===== src/rtl/fmul16_pkg.sv =====
// Shared types and widths for the fmul16 datapath slices.
package fmul16_pkg;

   localparam int unsigned F16_FRAC_W = 10;
   localparam int unsigned SIG_MUL_W  = 22;

   typedef enum logic [2:0] {
      RNE = 3'd0,
      RTZ = 3'd1,
      RDN = 3'd2,
      RUP = 3'd3,
      RMM = 3'd4
   } rm_e;

endpackage


===== src/rtl/fmul16_rsh_lgs_mask.sv =====
// Right-shift L/G/S mask generator: maps a subnormal shift amount onto
// one-hot L and G masks over the significand product plus a sticky mask
// covering every bit below G. A G position past the top of the product
// means the whole product lies below G, so the sticky mask is all ones.
module fmul16_rsh_lgs_mask
   import fmul16_pkg::*;
#(
   parameter int unsigned RSH_W = 5
) (
   input  logic [RSH_W-1:0]     rsh_num_i,
   output logic [SIG_MUL_W-1:0] l_mask_o,
   output logic [SIG_MUL_W-1:0] g_mask_o,
   output logic [SIG_MUL_W-1:0] s_mask_o
);

   logic [31:0] g_pos;

   assign g_pos = 32'(rsh_num_i) + 32'(F16_FRAC_W) - 32'd1;

   // One-hot L and G masks; positions beyond the product leave the mask empty
   always_comb begin
      l_mask_o = '0;
      g_mask_o = '0;
      for (int unsigned i = 0; i < SIG_MUL_W; i++) begin
         l_mask_o[i] = (g_pos + 32'd1 == i);
         g_mask_o[i] = (g_pos == i);
      end
   end

   // Sticky mask as prefix-OR of the G mask, scanned from the MSB downwards
   always_comb begin
      logic acc;
      acc      = (g_pos >= 32'(SIG_MUL_W));
      s_mask_o = '0;
      for (int unsigned k = 0; k < SIG_MUL_W; k++) begin
         s_mask_o[SIG_MUL_W-1-k] = acc;
         acc                     = acc | g_mask_o[SIG_MUL_W-1-k];
      end
   end

endmodule


===== src/rtl/fmul16_rsh_round_pipe.sv =====
// fmul16 underflow path: right-shifts a tiny significand product into the
// F16 subnormal field, extracts L/G/S, rounds per rm and emits the packed
// result with NX/UF. Two-stage valid/ready pipeline, one beat per cycle.
module fmul16_rsh_round_pipe
   import fmul16_pkg::*;
#(
   parameter int unsigned RSH_W = 5
) (
   input  logic                 clk,
   input  logic                 rst,
   input  logic                 in_valid_i,
   output logic                 in_ready_o,
   input  logic                 sign_i,
   input  logic [SIG_MUL_W-1:0] sig_mul_i,
   input  logic [RSH_W-1:0]     rsh_num_i,
   input  logic [2:0]           rm_i,
   output logic                 out_valid_o,
   input  logic                 out_ready_i,
   output logic [15:0]          res_o,
   output logic                 fflags_nx_o,
   output logic                 fflags_uf_o
);

   localparam int unsigned Q_W = F16_FRAC_W + 1;

   // handshake
   logic s1_v_q, s1_v_d;
   logic s2_v_q, s2_v_d;
   logic s2_load;
   logic in_fire;
   logic s2_fill;

   // stage 1 data
   logic [Q_W-1:0] s1_q_q, s1_q_d;
   logic           s1_l_q, s1_l_d;
   logic           s1_g_q, s1_g_d;
   logic           s1_s_q, s1_s_d;
   logic           s1_sign_q, s1_sign_d;
   logic [2:0]     s1_rm_q, s1_rm_d;

   // stage 2 data
   logic [15:0]    res_q, res_d;
   logic           nx_q, nx_d;
   logic           uf_q, uf_d;

   // combinational helpers
   logic [SIG_MUL_W-1:0] l_mask, g_mask, s_mask;
   logic [Q_W-1:0]       sh_q;
   logic                 rnd_up;
   logic [Q_W-1:0]       q_r;

   fmul16_rsh_lgs_mask #(
      .RSH_W (RSH_W)
   ) u_lgs_mask (
      .rsh_num_i (rsh_num_i),
      .l_mask_o  (l_mask),
      .g_mask_o  (g_mask),
      .s_mask_o  (s_mask)
   );

   // S2 frees up when empty or drained; S1 may take input whenever it is empty
   // or about to advance, which equals ~s1_v | ~s2_v | out_ready_i.
   assign s2_load    = ~s2_v_q | out_ready_i;
   assign in_ready_o = ~s1_v_q | s2_load;
   assign in_fire    = in_valid_i & in_ready_o;
   assign s2_fill    = s2_load & s1_v_q;

   assign sh_q = Q_W'(sig_mul_i >> (32'(rsh_num_i) + 32'(F16_FRAC_W)));

   // Stage 1 next state: capture shifted quotient and L/G/S on input transfer
   always_comb begin
      s1_v_d    = in_ready_o ? in_valid_i : s1_v_q;
      s1_q_d    = s1_q_q;
      s1_l_d    = s1_l_q;
      s1_g_d    = s1_g_q;
      s1_s_d    = s1_s_q;
      s1_sign_d = s1_sign_q;
      s1_rm_d   = s1_rm_q;
      if (in_fire) begin
         s1_q_d    = sh_q;
         s1_l_d    = |(sig_mul_i & l_mask);
         s1_g_d    = |(sig_mul_i & g_mask);
         s1_s_d    = |(sig_mul_i & s_mask);
         s1_sign_d = sign_i;
         s1_rm_d   = rm_i;
      end
   end

   // Round-up decision by rounding mode; unused encodings round to nearest even
   always_comb begin
      rnd_up = 1'b0;
      case (s1_rm_q)
         RTZ:     rnd_up = 1'b0;
         RDN:     rnd_up = s1_sign_q & (s1_g_q | s1_s_q);
         RUP:     rnd_up = ~s1_sign_q & (s1_g_q | s1_s_q);
         RMM:     rnd_up = s1_g_q;
         default: rnd_up = s1_g_q & (s1_l_q | s1_s_q);
      endcase
   end

   assign q_r = s1_q_q + Q_W'(rnd_up);

   // Stage 2 next state: a carry into bit 10 lands on exp=1, frac=0 for free
   always_comb begin
      s2_v_d = s2_load ? s1_v_q : s2_v_q;
      res_d  = res_q;
      nx_d   = nx_q;
      uf_d   = uf_q;
      if (s2_fill) begin
         res_d = {s1_sign_q, 4'b0000, q_r};
         nx_d  = s1_g_q | s1_s_q;
         uf_d  = s1_g_q | s1_s_q;
      end
   end

   // Pipeline registers with synchronous reset dropping all in-flight beats
   always_ff @(posedge clk) begin
      if (rst) begin
         s1_v_q    <= 1'b0;
         s2_v_q    <= 1'b0;
         s1_q_q    <= '0;
         s1_l_q    <= 1'b0;
         s1_g_q    <= 1'b0;
         s1_s_q    <= 1'b0;
         s1_sign_q <= 1'b0;
         s1_rm_q   <= '0;
         res_q     <= '0;
         nx_q      <= 1'b0;
         uf_q      <= 1'b0;
      end else begin
         s1_v_q    <= s1_v_d;
         s2_v_q    <= s2_v_d;
         s1_q_q    <= s1_q_d;
         s1_l_q    <= s1_l_d;
         s1_g_q    <= s1_g_d;
         s1_s_q    <= s1_s_d;
         s1_sign_q <= s1_sign_d;
         s1_rm_q   <= s1_rm_d;
         res_q     <= res_d;
         nx_q      <= nx_d;
         uf_q      <= uf_d;
      end
   end

   assign out_valid_o = s2_v_q;
   assign res_o       = res_q;
   assign fflags_nx_o = nx_q;
   assign fflags_uf_o = uf_q;

   // Accepted beats must be a legal tiny product with a nonzero shift
   a_legal_input : assert property (@(posedge clk) disable iff (rst)
      in_fire |-> ((rsh_num_i != '0) &&
                   ((sig_mul_i >> (32'(rsh_num_i) + 32'(F16_FRAC_W))) < 22'h400)));

endmodule


===== config.mk =====
export PLATFORM = sky130hd
export DESIGN_NAME = fmul16_rsh_round_pipe
export DESIGN_NICKNAME = d
export VERILOG_FILES = /design/src/rtl/fmul16_pkg.sv /design/src/rtl/fmul16_rsh_lgs_mask.sv /design/src/rtl/fmul16_rsh_round_pipe.sv
export SDC_FILE = /design/constraint.sdc
export NUM_CORES = 1
export LEC_CHECK = 0
export BUFFER_PORTS_ARGS = -buffer_cell sky130_fd_sc_hd__buf_2
export CAP_MARGIN = 30
export CELL_PAD_IN_SITES_DETAIL_PLACEMENT = 1
export CELL_PAD_IN_SITES_GLOBAL_PLACEMENT = 1
export CORE_ASPECT_RATIO = 1.75
export CORE_MARGIN = 2
export CORE_UTILIZATION = 38
export CTS_BUF_LIST = sky130_fd_sc_hd__clkbuf_4
export CTS_CLUSTER_DIAMETER = 100
export DETAILED_ROUTE_END_ITERATION = 6
export PLACE_DENSITY = 0.78
export SYNTH_ARGS = -nofsm -noshare
export SYNTH_HDL_FRONTEND = slang
export SYNTH_SLANG_ARGS = --single-unit

===== constraint.sdc =====
create_clock -name clk -period 2.6 [get_ports clk]
set_input_delay 0.26 -clock clk [delete_from_list [all_inputs] [get_ports clk]]
set_output_delay 0.26 -clock clk [all_outputs]
set_load 0.02 [all_outputs]

; Yosys cells after proc, flatten, opt, wreduce, memory -nomap -nowiden
; Cells that the tools add are included.
[totals]
ff_bits = 33
latch_bits = 0
ramBits = 0
romBits = 0
in_bits = 35
output_inout_bits = 20
elab_cells = 104
n_memories = 0
[classes]
n_addsub = 4
n_mul = 0
n_div = 0
n_lt_le_gt_ge = 1
eq_ne = 46
shifts = 1
n_mux = 1
bitwise_logic = 36
n_reduce_logical = 5
[op_table]
columns = cell, n
row1 = "32-bit by 4-bit equality test with 1-bit output, second input constant", 16
row2 = "32-bit by 5-bit equality test with 1-bit output, second input constant", 12
row3 = "32-bit by 3-bit equality test with 1-bit output, second input constant", 8
row4 = "32-bit by 2-bit equality test with 1-bit output, second input constant", 4
row5 = 22-bit AND, 3
row6 = 22-bit OR reduction, 3
row7 = "32-bit by 1-bit equality test with 1-bit output, second input constant", 2
row8 = 32-bit logical NOT, 2
row9 = "32-bit by 1-bit adder with 32-bit output, second input constant", 1
row10 = "32-bit by 5-bit >= comparator with 1-bit output, second input constant", 1
row11 = 1-bit OR, 25
row12 = 22-bit by 6-bit right shift with 11-bit output, 1
row13 = 11-bit by 1-bit adder with 11-bit output, 1
row14 = "6-bit by 1-bit subtractor with 7-bit output, second input constant", 1
row15 = "5-bit by 4-bit adder with 6-bit output, second input constant", 1
row16 = "3-bit by 2-bit equality test with 1-bit output, second input constant", 2
row17 = 1-bit AND, 5
row18 = 1-bit case mux with 4 select lines, 1
row19 = "3-bit by 1-bit equality test with 1-bit output, second input constant", 1
row20 = "3-bit equality test, second input constant", 1
row21 = 1-bit inverter, 3

; Logic depth before layout (Yosys ltp)
; Gate-level depths: netlist (run 1).
[logic_depth]
ltp_word = 26
ltp_mapped = 13
depth_no_buf = 13

; Cells and area by module
; Synthesis (run 1) repeated with hierarchy kept, for this count alone.
[unflattened]
cells_unflattened = 407
hier_area_um2 = 3320.7
[by_module_without_submodules]
columns = module, instances, cells_each, area_per_inst_um2, seq_area_each_um2
row1 = fmul16_rsh_round_pipe, 1, 247, 2198.4, 660.6
row2 = fmul16_rsh_lgs_mask, 1, 160, 1122.3, 0.0

; Least setup slack after synthesis (run 1)
; No wires, ideal clock.
[synth_timing]
kind = input to register
startpoint = in rsh_num_i[0]
endpoint = reg s1_l_q
setup_ns = 0.134
arrival_time_ns = 2.621
required_time_ns = 2.466
path_slack_ns = -0.156
cell_stages = 11
n_path_buf = 3
cell_sequence = buf_2 > buf_2 > inv_1 > ha_1 > buf_6 > maj3_2 > a2bb2oi_2 > xnor2_2 > mux4_2 > a311oi_1 > a211oi_1
[synth_between]
elab_chain_cells = 6
word_cells_on_any_way = 27
classes_between = add/sub: 3 / eq/ne: 21 / bitwise: 1 / reduce/logical: 2
[synth_rtl]
columns = item, line
row1 = start: declaration, fmul16_rsh_round_pipe.sv:15  ; input logic [RSH_W-1:0] rsh_num_i,
row2 = 5-bit by 4-bit adder with 6-bit output (*), fmul16_rsh_lgs_mask.sv:18  ; assign g_pos = 32'(rsh_num_i) + 32'(F16_FRAC_W) - 32'd1;
row3 = 6-bit by 1-bit subtractor with 7-bit output (*), fmul16_rsh_lgs_mask.sv:18
row4 = 32-bit by 1-bit adder with 32-bit output (*), fmul16_rsh_lgs_mask.sv:25  ; l_mask_o[i] = (g_pos + 32'd1 == i);
row5 = "32-bit by 1-bit equality test with 1-bit output, or another cell as far along", fmul16_rsh_lgs_mask.sv:25
row6 = 22-bit AND (*), fmul16_rsh_round_pipe.sv:81  ; s1_l_d = |(sig_mul_i & l_mask);
row7 = 22-bit OR reduction (*), fmul16_rsh_round_pipe.sv:81
row8 = end signal: assignment, fmul16_rsh_round_pipe.sv:134  ; s1_l_q <= s1_l_d;
row9 = end: declaration, fmul16_rsh_round_pipe.sv:35  ; logic s1_l_q, s1_l_d;
; Mark *: on every way between the ends. The rest lies on a longest branch, timed or not.
; A chain may end at the register's enable or synchronous reset.

; Final worst setup path (run 1)
[layout_timing]
startpoint = reg s1_sign_q
endpoint = reg res_q[10] (netlist: res_o[10])
[layout_between]
elab_chain_cells = 4
word_cells_on_any_way = 5
classes_between = add/sub: 1 / mux: 1 / bitwise: 3
[layout_rtl]
columns = item, line
row1 = start: declaration, fmul16_rsh_round_pipe.sv:38  ; logic s1_sign_q, s1_sign_d;
row2 = start signal: assignment, fmul16_rsh_round_pipe.sv:137  ; s1_sign_q <= s1_sign_d;
row3 = 1-bit inverter, fmul16_rsh_round_pipe.sv:95  ; RUP: rnd_up = ~s1_sign_q & (s1_g_q | s1_s_q);
row4 = 1-bit AND, fmul16_rsh_round_pipe.sv:95
row5 = 1-bit case mux with 4 select lines (*), fmul16_rsh_round_pipe.sv:92  ; case (s1_rm_q)
row6 = 11-bit by 1-bit adder with 11-bit output (*), fmul16_rsh_round_pipe.sv:101  ; assign q_r = s1_q_q + Q_W'(rnd_up);
row7 = end signal: assignment, fmul16_rsh_round_pipe.sv:139  ; res_q <= res_d;
row8 = end: declaration, fmul16_rsh_round_pipe.sv:42  ; logic [15:0] res_q, res_d;
; Marked as above.

==> results of run 1 <==
layout make-up:
type                            instances  share of cell area (%)
Sequential cell                        33                    20.0
Clock inverter                          1                   0.114
Multi-Input combinational cell        311                    61.8
Inverter                                9                    1.02
Tap cell                               88                    3.33
Clock buffer                            6                    1.36
Timing Repair Buffer                   71                    12.3
metrics by stage:
step	util [%]	setup slack (ps)	hold WS [ps]	instance area [µm²]	total power [µW]
2_1_floorplan	-	10.0	377	2930	867
3_3_place_gp	43.3	50.4	455	3260	1010
3_5_place_dp	43.3	17.8	466	3260	1020
4_1_cts	44.0	200	134	3300	1300
5_1_grt	44.0	1.35	165	3300	1350
6_report	44.0	253	149	3300	1290
worst max-delay path, cell delays in order (launching register included):
cell,delay (ps)
dfxtp_1,350
xnor2_1,130
nor3b_1,190
a21oi_1,60
nor2_1,100
ha_1,210
ha_1,210
nand3_1,130
nor2_1,180
and3_1,230
nand3_1,110
xor2_1,160
a211oi_1,210
cell families after synthesis:
family,share of synthesized area [%]
xor+xnor,4.48
mux,7.62
other cells,0.129
fa+ha+maj,3.83
flops,22.7
simple gates,23.1
compound gates,30.8
buf+inv,7.32
synthesized netlist by cell type (all sizes together) (8+ instances only):
master | count | area share [%]
buf | 18 | 4.0
inv | 9 | 1.2
ha | 8 | 3.4
clkbuf | 17 | 2.2
nand2 | 40 | 5.3
nor2 | 46 | 5.9
xnor2 | 9 | 3.0
nor2b | 8 | 1.7
o21ai | 15 | 2.6
dfxtp | 33 | 23
a211oi | 18 | 4.8
a21oi | 20 | 3.6
mux2i | 12 | 4.1
nand3 | 15 | 2.6
a22oi | 22 | 5.7
nor3 | 12 | 2.1
how the worst max path moves through the flow:
stage           endpoint  depth (start not counted)  slack [ps]          from
6_report       res_o[10]                         12         250     s1_sign_q
3_5_place_dp      s1_l_q                          9          20  rsh_num_i[0]
2_1_floorplan     s1_l_q                         11          10  rsh_num_i[0]
4_1_cts        res_o[10]                         12         200    s1_rm_q[0]
5_1_grt        res_o[10]                         12           1     s1_sign_q
3_3_place_gp      s1_s_q                         10          50  rsh_num_i[1]
power breakdown:
| group | switching [µW] | internal (µW) | total [µW] |
|---|---|---|---|
| clock | 165 | 108 | 273 |
| combinational | 287 | 181 | 468 |
| sequential | 16.5 | 530 | 546 |
cells in the final DEF (no fill, tap or decap), types with 6 or more instances in the layout:
cell,instances
o21ai_0,10
buf_4,21
nand2_1,39
mux2i_1,12
nor2b_1,8
inv_1,9
clkbuf_4,6
nor2_1,46
xnor2_1,8
dfxtp_1,33
ha_1,8
a22oi_1,22
a21oi_1,19
buf_2,50
nor3_1,12
a211oi_1,17
nand3_1,15
layer usage:
metal / wire, µm / track usage, % / vias up
li1: - / - / 1509
met1: 3650 / 25.4 / 1527
met2: 5270 / 43.3 / 96
met3: 381 / 2.52 / 38
met4: 588 / 15.3 / 0
met5: 0 / 0 / -
flip-flops by register name (all words and copies together) (netlist names):
| register | count |
|---|---|
| fflags_uf_o | 1 |
| out_valid_o | 1 |
| res_o | 12 |
| s1_g_q | 1 |
| s1_l_q | 1 |
| s1_q_q | 11 |
| s1_rm_q | 3 |
| s1_s_q | 1 |
| s1_sign_q | 1 |
| s1_v_q | 1 |
==> impl_metrics.env, run 1 <==
export IMPL_antennaDiodeCount=0
export IMPL_skew_ps=9.46
export IMPL_grt_max_degree=34
export IMPL_core_area_mm2=0.00751
export IMPL_min_to="s1_v_q"
export IMPL_hold_depth=3
export IMPL_leakagePower_uw=0.00137
export IMPL_via_per_inst=6.11
export IMPL_path_max_fanout=3
export IMPL_avgSynthCellArea_um2=7.55
export IMPL_ios=55
export IMPL_crit_type="flip-flop to flip-flop"
export IMPL_yosysSeqAreaShare_pct=22.7
export IMPL_cts_buffers_inserted=5
export IMPL_grt_pass1_vias=3194
export IMPL_antenna_found_initial=0
export IMPL_clk_latency_ps=340
export IMPL_cts_sinks=33
export IMPL_max_cap_violations=0
export IMPL_regArea_um2=661
export IMPL_postCtsHoldBufs=0
export IMPL_drc=0
export IMPL_irDropWorstVdd_mv=0.150
export IMPL_cts_root_buf="clkbuf_4"
export IMPL_post_cts_resized=0
export IMPL_end_kind="flip-flop"
export IMPL_startpoint_type="flip-flop"
export IMPL_netlist_area_mm2=0.00291
export IMPL_drt_wl_total_mm=9.89
export IMPL_final_setup_tns_ps=0
export IMPL_r2r_start="s1_sign_q"
export IMPL_post_place_cells=512
export IMPL_worstHoldStart="in_valid_i"
export IMPL_r2r_setup_slack_ps=250
export IMPL_powerDensity_mw_per_mm2=390
export IMPL_cp_arrival_ps=2610
export IMPL_hold_viol=0
export IMPL_fmax_mhz=426
export IMPL_start_util_pct=38.7
export IMPL_cts_tree="built"
export IMPL_rows=42
export IMPL_netlist_instances=385
export IMPL_first_pass_iters=4
export IMPL_dpl_hpwl_mm=7.89
export IMPL_port_buffers=50
export IMPL_worst_r2r_endpoint="res_o[10]"
export IMPL_drt_iter0_markers=103
export IMPL_finalCritPeriodShare_pct=90.3
export IMPL_cts_setup_buffers=0
export IMPL_status="completed"
export IMPL_detail_route_antenna_nets=0
export IMPL_grt_pass1_wl_mm=15.8
export IMPL_hold_class="primary input to flip-flop"
export IMPL_async_flop_share_pct=0
export IMPL_gr_total_overflow=0
export IMPL_die_h_um=120
export IMPL_synth_cell_types=64
export IMPL_rsz0062_at_grt="no"
export IMPL_drt_wirelength_per_cell_um=19.1
export IMPL_multi_input_area_mm2=0.00204
export IMPL_die_width_um=70.1
export IMPL_num_vias=3170
export IMPL_finalSetupViolCount=0
export IMPL_ys_ff_latch=33
export IMPL_fill_cells=980
export IMPL_drive_gt1_share_pct=21.3
export IMPL_clkTransAtPathRegs_ps=100
export IMPL_slew_viol_final=0
export IMPL_grt_use_total_pct=23.7
export IMPL_r2r_cells=12
export IMPL_ys_warn_count=0
export IMPL_htree_levels=2
export IMPL_required_ps=2860
export IMPL_synth_edf_count=0
export IMPL_clockBufferDepth=2
export IMPL_place_congestion=1.02
export IMPL_slew_limit_headroom_pct=59.8
export IMPL_synth_main_ff_cell="dfxtp_1"
export IMPL_finalCriticalPeriod_ps=2350
export IMPL_area_growth_pct=13.7
export IMPL_tightestPinTransition_ps=603
export IMPL_dieArea_mm2=0.00839
export IMPL_finish_net_count=474
export IMPL_finalNonFillerCells=519
Power figures use the tool's default switching activity.
==> run 2, diff against run 1 <==
--- a/config.mk
+++ b/config.mk
@@ -16,6 +16,7 @@
 export CTS_CLUSTER_DIAMETER = 100
 export DETAILED_ROUTE_END_ITERATION = 6
 export PLACE_DENSITY = 0.78
+export RECOVER_POWER = 25
 export SYNTH_ARGS = -nofsm -noshare
 export SYNTH_HDL_FRONTEND = slang
 export SYNTH_SLANG_ARGS = --single-unit
==> run 2 against run 1 <==
Net effect: final area is 0.38% lower; clock-buffer cell count stayed put; global-route usage stayed put; via count is 0.13% lower; sequential power hardly changed; largest cell class unchanged.
==> impl_metrics.env, run 2 (same netlist as run 1, synthesis figures left out) <==
export IMPL_required_ps=2860
export IMPL_fmax_mhz=426
export IMPL_postCtsHoldBufs=0
export IMPL_power_uw=1290
export IMPL_irDropWorstVdd_mv=0.151
export IMPL_hold_viol=0
export IMPL_cp_arrival_ps=2610
export IMPL_drc=0
export IMPL_die_width_um=70.1
export IMPL_core_area_mm2=0.00751
export IMPL_final_cell_area_mm2=0.00329
export IMPL_place_area_mm2=0.00326
export IMPL_rows=42
export IMPL_preCtsSetupSlack_ps=17.8
export IMPL_m1WireLength_mm=3.68
export IMPL_rsz0062_at_grt="no"
export IMPL_area_growth_pct=13.3
export IMPL_status="completed"
export IMPL_final_cell_mix="46 x nor2_1, 40 x buf_2, 39 x nand2_1"
export IMPL_finish_net_count=474
export IMPL_max_cap_violations=0
export IMPL_die_h_um=120
export IMPL_crit_type="flip-flop to flip-flop"
export IMPL_drt_wirelength_per_cell_um=19.1
export IMPL_clkTransAtPathRegs_ps=100
export IMPL_slew_limit_headroom_pct=59.7
export IMPL_clk_latency_ps=340
export IMPL_cts_tree="built"
export IMPL_met3_length_um=367
export IMPL_end_kind="flip-flop"
export IMPL_slew_viol_final=0
export IMPL_layout_commonest_cell="nor2_1"
export IMPL_fill_cells=980
export IMPL_dieArea_mm2=0.00839
export IMPL_met2_length_mm=5.25
export IMPL_powerDensity_mw_per_mm2=391
export IMPL_drive_gt1_share_pct=19.0
export IMPL_highest_layer="met4"
export IMPL_clockBufferDepth=2
export IMPL_path_max_fanout=3
export IMPL_grt_max_degree=34
export IMPL_gr_total_overflow=0
export IMPL_grt_pass1_vias=3194
export IMPL_start_util_pct=38.7
export IMPL_finalSetupViolCount=0
export IMPL_first_pass_iters=4
export IMPL_cts_buffers_inserted=5
export IMPL_cts_setup_buffers=0
export IMPL_grt_use_total_pct=23.7
export IMPL_skew_ps=9.47
export IMPL_hold_class="primary input to flip-flop"
export IMPL_tightestPinTransition_ps=604
export IMPL_final_setup_tns_ps=0
export IMPL_startpoint_type="flip-flop"
export IMPL_largest_register_ffs=12
export IMPL_finalCritPeriodShare_pct=90.3
export IMPL_cts_sinks=33
export IMPL_place_congestion=1.02
export IMPL_ios=55
export IMPL_dpl_hpwl_mm=7.89
export IMPL_finalCriticalPeriod_ps=2350
export IMPL_antenna_found_initial=0
export IMPL_grt_pass1_wl_mm=15.8
export IMPL_detail_route_antenna_nets=0
export IMPL_worst_slack_ps=253
export IMPL_leakagePower_uw=0.00132
export IMPL_num_vias=3166
export IMPL_antennaDiodeCount=0
export IMPL_htree_levels=2
export IMPL_drt_iter0_markers=102
export IMPL_port_buffers=50
export IMPL_cts_root_buf="clkbuf_4"
export IMPL_post_cts_resized=0
export IMPL_drt_wl_total_mm=9.91
export IMPL_via_per_inst=6.10
==> run 2: changes by cell type in the layout (fill, tap and decap cells not counted) <==
cell | previous run | this run
buf_2 | 50 | 40
clkbuf_1 | 0 | 10
==> run 2: worst paths after layout <==
kind / startpoint / endpoint / slack, ps / cells after the start
worst max register to register: s1_sign_q / res_o[10] / 250 / 12
worst min-delay path: in_valid_i / s1_v_q / 150 / 3
worst min register to register: s1_rm_q[1] / s1_rm_q[1] / 480 / 2
worst max-delay path: s1_sign_q / res_o[10] / 250 / 12
==> run 2: worst max-delay path: stages, from the launching register on <==
cell	delay [ps]
dfxtp_1	350
xnor2_1	130
nor3b_1	190
a21oi_1	60
nor2_1	100
ha_1	210
ha_1	210
nand3_1	130
nor2_1	180
and3_1	230
nand3_1	110
xor2_1	160
a211oi_1	210
==> run 2: metrics by stage <==
stage                     std cells  utilization (%)  hold WS [ps]
after floorplan                 388                -           377
after detailed placement        512             43.3           466
after CTS                       519             44.0           134
after global routing            519             43.8           165
after global placement          512             43.3           455
final                           519             43.8           149
==> run 2: cell type report <==
class	instances	area, µm²	share of cell area (%)
clock inverter	1	3.75	0.114
inverter	9	33.8	1.03
sequential	33	661	20.1
timing repair buffer	71	395	12.0
tap	88	110	3.34
multi-input combinational	311	2040	62.1
clock buffer	6	45.0	1.37
==> run 2: routing by layer <==
metal,vias up,GRT usage (%)
met1,1521,25.4
met3,40,2.52
met4,0,15.3
met5,-,0
li1,1510,-
met2,95,43.3
==> run 2: power breakdown <==
group / total [µW] / switching (µW) / internal (µW)
combinational: 466 / 288 / 178
clock: 273 / 165 / 108
sequential: 546 / 16.7 / 530
total: 1290 / 469 / 816
